===== config.mk =====
export PLATFORM = sky130hd
export DESIGN_NAME = scene_sequencer
export DESIGN_NICKNAME = d
export VERILOG_FILES = /design/src/rtl/scene_sequencer.sv
export SDC_FILE = /design/constraint.sdc
export NUM_CORES = 1
export LEC_CHECK = 0
export ABC_AREA = 1
export CAP_MARGIN = 20
export CORE_MARGIN = 3
export CORE_UTILIZATION = 30
export DETAILED_ROUTE_END_ITERATION = 8
export PLACE_DENSITY_LB_ADDON = 0.12
export SLEW_MARGIN = 30
export SYNTH_ARGS = -nofsm -noshare
export SYNTH_HDL_FRONTEND = slang
export SYNTH_SLANG_ARGS = --single-unit

===== constraint.sdc =====
create_clock -name clk -period 1.35 [get_ports clk]
set_input_delay 0.135 -clock clk [delete_from_list [all_inputs] [get_ports clk]]
set_output_delay 0.135 -clock clk [all_outputs]
set_load 0.01 [all_outputs]

===== src/rtl/scene_sequencer.sv =====
// scene_sequencer: per-frame show sequencer producing anim_ctr, scene, layer enables and fade level.
// Optional SEQ_REVERSE_EN adds a dir input that makes anim_ctr count down.
module scene_sequencer #(
    parameter int FADE_STEP     = 8,
    parameter int SCROLL_FRAMES = 240,
    parameter int HOLD_FRAMES   = 60,
    parameter int NUM_SCENES    = 4
) (
    input  logic       clk,
    input  logic       rst_n,
    input  logic       v_sync,
    input  logic       pause,
    input  logic       skip,
`ifdef SEQ_REVERSE_EN
    input  logic       dir,
`endif
    output logic [9:0] anim_ctr,
    output logic [1:0] scene,
    output logic [2:0] layer_en,
    output logic [1:0] fade,
    output logic [1:0] state,
    output logic       frame_tick
);
    typedef enum logic [1:0] {FADE_IN, SCROLL, HOLD, FADE_OUT} state_t;
    localparam logic [9:0] FADE_END   = 10'(FADE_STEP - 1);
    localparam logic [9:0] SCROLL_END = 10'(SCROLL_FRAMES - 1);
    localparam logic [9:0] HOLD_END   = 10'(HOLD_FRAMES - 1);
    localparam logic [1:0] LAST_SCENE = 2'(NUM_SCENES - 1);

    state_t     cur, nxt;
    logic       v_sync_q, skip_pend, skip_nxt, skip_eff, run, rev;
    logic [9:0] dwell, dwell_nxt, anim_nxt;
    logic [1:0] fade_nxt, scene_nxt;

`ifdef SEQ_REVERSE_EN
    assign rev = dir;
`else
    assign rev = 1'b0;
`endif
    assign run      = frame_tick & ~pause;
    // a skip arriving on the tick cycle itself still applies to that tick
    assign skip_eff = skip_pend | skip;
    assign state    = cur;
    assign layer_en = scene == 2'd0 ? 3'b001 :
                      scene == 2'd1 ? 3'b011 :
                      scene == 2'd2 ? 3'b111 : 3'b100;

    always_ff @(posedge clk or negedge rst_n) begin
        if (!rst_n) begin
            v_sync_q   <= 1'b0;
            frame_tick <= 1'b0;
            anim_ctr   <= '0;
            scene      <= '0;
            fade       <= '0;
            cur        <= FADE_IN;
            dwell      <= '0;
            skip_pend  <= 1'b0;
        end else begin
            v_sync_q   <= v_sync;
            frame_tick <= v_sync & ~v_sync_q;
            anim_ctr   <= anim_nxt;
            scene      <= scene_nxt;
            fade       <= fade_nxt;
            cur        <= nxt;
            dwell      <= dwell_nxt;
            skip_pend  <= skip_nxt;
        end
    end

    always_comb begin
        nxt       = cur;
        dwell_nxt = dwell;
        fade_nxt  = fade;
        scene_nxt = scene;
        anim_nxt  = anim_ctr;
        skip_nxt  = run ? 1'b0 : skip_eff;
        if (run) begin
            if (cur != HOLD) anim_nxt = rev ? anim_ctr - 10'd1 : anim_ctr + 10'd1;
            dwell_nxt = dwell + 10'd1;
            case (cur)
                FADE_IN: if (dwell == FADE_END) begin
                    dwell_nxt = '0;
                    fade_nxt  = fade + 2'd1;
                    if (fade == 2'd2) nxt = SCROLL;
                end
                SCROLL: if (skip_eff || dwell == SCROLL_END) begin
                    dwell_nxt = '0;
                    nxt       = skip_eff ? FADE_OUT : HOLD;
                end
                HOLD: if (skip_eff || dwell == HOLD_END) begin
                    dwell_nxt = '0;
                    nxt       = FADE_OUT;
                end
                FADE_OUT: if (dwell == FADE_END) begin
                    dwell_nxt = '0;
                    fade_nxt  = fade - 2'd1;
                    if (fade == 2'd1) begin
                        scene_nxt = scene == LAST_SCENE ? 2'd0 : scene + 2'd1;
                        nxt       = FADE_IN;
                    end
                end
            endcase
        end
    end
endmodule

==> summary.md <==
| Metric | Value |
|---|---|
| Status | `finished, violations left` |
| Failing checks | `negative setup slack` |
| Clk slew on worst S/H paths | `0.07 ns` |
| Fin crit period | `1.475 ns` |
| Seq/Total Area, Yosys | `0.4401` |
| Cts bufs inserted | `5` |
| Max Slew Vio Count | `0` |
| Global-route wire length before repair | `6479 um` |
| Total power | `0.002989 W` |
| Max Cap Viol | `0` |
| Vias | `1443` |
| Dpl ws | `-0.2007 ns` |
| DRT iter0 DRCs | `between 60 and 70` |
| Die height | `roughly 80 um` |
| Mean Syn Cell Area | `8.544 sq um` |
| Top cell type by total area after synthesis | `dfrtp_1` |
| Fill cell count | `514` |
| Period utilization | `1.092` |
| Commonest cells after routing, fill and taps aside | `buf_4 (48), nand2_1 (29), dfrtp_1 (27), inv_1 (25), nor2_1 (20)` |
| Hold WC Path Type | `input pin to asynchronous set/reset pin` |
| WS Path Type | `flop to flop` |
| Combinational power share | `0.288` |
| Dpl hpwl | `approximately 2500 um` |
| Initial antenna violation count | `0` |
| Layout overhead on the synthesized area | `67.75%` |
| Cell Area, Synth | `1649 sq um` |
| Final Setup Violations | `20` |
| Crit path required time | `1.52 ns` |
| Pwr/cell area | `1080 nW/um^2` |
| Clock Latency Late Sink | `0.28 ns` |
| Fmax | `678.1 MHz` |
| Routed metal-1 wire length | `roughly 1900 um` |
| Synth Warn # | `0` |
| Routed WL | `3864 um` |
| Pint | `~0.0021 W` |
| Top cell type's share of synthesized area | `0.4401` |
| Rows | `26` |
| Avg WL per Cell | `11.04 um` |
| Share of layout cells above drive strength 1 | `0.4464` |
| Commonest non-fill, non-tap cell in the layout | `buf_4` |
| Mapped Nets | `209` |
| Worst Setup End Kind | `flop` |
| Area occupied by multi-input gates | `between 1000 and 1500 sq um` |
| Post-route ant nets | `0` |
| Highest fanout seen on the critical path | `9` |
| Total die area | `approximately 6400 sq um` |
| Total I/O pin count | `25` |
| Nets | `295` |
| #FFs+latches synth | `29` |
| Core area | `roughly 5200 sq um` |
| H-tree lvl count | `2` |
| Die X | `80.14 um` |
| Pleak | `1.455 nW` |
| Top Metal Used | `met4` |
| Vias in the first global route | `1397` |
| RSZ-0062 raised after global routing | `true` |
| Residual DRC | `0` |
| Final Skew | `a little over 0.007 ns` |
| TritonCTS clock tree | `yes` |
| Synth top area cells | `dfrtp_1 (44%), nand2_1 (8.9%), ha_1 (8.3%)` |
| Yosys cell types | `26` |
| Worst Max-Slew Pin Slew | `0.2022 ns` |
| Sw Ratio | `0.3046` |
| Mapped Cells | `~190` |
| Met3 WL post-DR | `132 um` |
| Overflow after GRT | `0` |
| CTS root buf | `clkbuf_8` |
| Seq pwr share | `0.388` |
| Clock network fraction of design power | `0.325` |
| Register area | `728.2 sq um` |
| WP data arrival | `between 1.5 and 2 ns` |
| I/O Buffers | `24` |
| Initial Util | `0.3168` |
| Met2 wire len | `approximately 1800 um` |
| Maximum VDD drop | `706.4 uV` |
| Antenna diodes | `0` |
| Net Switching | `0.0009102 W` |
| CTS sink cnt | `29` |
| Vias per cell | `4.123` |
| Largest net degree at the start of global routing | `30` |
| Router iterations before antenna repair | `4` |
| Final worst setup slack | `-0.1248 ns` |
| Gp weighted congestion | `0.7254` |
| GRT Total Usage | `0.1321` |
| Startpoint Class | `flop` |
| Endpoints failing hold | `0` |
| Reg2Reg Depth | `9` |
| Rel. slew slack | `0.8648` |
| Clk buf depth | `2` |
[registers in the layout, summed over array words and instances (netlist names)]
register,count
anim_ctr,10
dwell,10
fade,2
frame_tick,1
scene,2
skip_pend,1
state,2
v_sync_q,1
[metrics by stage]
step | setup TNS [ns] | util | hold slack [ns] | instances | instance area (sq um)
after floorplan | -0.1420 | - | -0.1606 | 193 | 1687
after global placement | -2.800 | 0.4438 | 0.3853 | 323 | 2310
after detailed placement | -3.012 | 0.4438 | 0.3873 | 323 | 2310
after CTS | -2.023 | 0.4913 | 0.2179 | 347 | 2557
after global routing | -3.378 | 0.5315 | 0.2113 | 350 | 2766
final | -1.484 | 0.5315 | 0.2140 | 350 | 2766
[timing repair]
item                                   CTS  global route
hold buffers                             0             0
buffers inserted                        16             5
setup endpoints to repair               40            33
gates resized for setup                 34            59
endpoints found under the hold margin    0             0
pin swaps                                7            11
[final timing paths]
kind	from	endpoint	slack (ns)
worst max-delay path	dwell[1]	dwell[7]	-0.12
worst min-delay path	rst_n	dwell[8]	0.21
worst max register to register	dwell[1]	dwell[7]	-0.12
worst min register to register	v_sync_q	frame_tick	0.39
max in group asynchronous	rst_n	state[1]	0.95
min in group clk	v_sync	v_sync_q	0.32
[cells by family after synthesis]
| logic type | synth area share |
|---|---|
| buffers and inverters | 0.07284 |
| AOI/OAI and AO/OA | 0.04629 |
| DFF | 0.4401 |
| adders and majority gates | 0.08346 |
| muxes | 0.006828 |
| and+or+nand+nor | 0.2709 |
| xor gates and xnor gates | 0.07967 |
[power by group through the flow]
stage	clock network (W)	logic, W	registers, W
final	0.000970	0.000860	0.00116
after CTS	0.000989	0.000828	0.00114
after detailed placement	0	0.000701	0.00118
after floorplan	0	0.000328	0.00119
after global routing	0.00104	0.000967	0.00119
after global placement	0	0.000692	0.00118
[synthesized netlist by cell type]
| cell | instances |
|---|---|
| nor3_1 | 1 |
| xnor2_1 | 3 |
| o21ai_0 | 6 |
| o21ai_1 | 1 |
| nand3_2 | 2 |
| dfrtp_1 | 29 |
| a21oi_4 | 1 |
| nor3_2 | 1 |
| a211oi_1 | 1 |
| nor2_8 | 1 |
| ha_1 | 11 |
| nor2_1 | 27 |
| nor2_4 | 1 |
| nand2_2 | 3 |
| a21oi_1 | 2 |
| and2_1 | 1 |
| inv_1 | 32 |
| nor2_2 | 3 |
| nand2_4 | 2 |
| nand4_1 | 3 |
| nand3_1 | 7 |
| or2_2 | 2 |
| nand2_1 | 39 |
| xor2_1 | 12 |
| o211ai_1 | 1 |
| mux2_2 | 1 |
[worst max-delay path, cell delays in order (launching register included)]
cell and delay, ns:
dfrtp_1 0.40, ha_4 0.18, nand3_2 0.08, nor2_1 0.10, nand2_1 0.07, nand2_2 0.12
nand3_4 0.10, a21oi_4 0.15, buf_12 0.13, nor2_1 0.04
[final cells by class]
cell class	count	share of cell area
clock inverters	2	0.01357
flip-flops and latches	29	0.2632
repair buffers	79	0.2515
inverters	32	0.04523
multi-input cells	132	0.3650
clock buffers	6	0.02985
well taps	70	0.03166
[layer usage]
layer | GRT usage | vias up
li1 | - | 766
met1 | 0.1830 | 654
met2 | 0.1904 | 21
met3 | 0.04148 | 2
met4 | 0.05068 | 0
met5 | 0 | -
No activity file was read; power rests on OpenSTA's default activity.
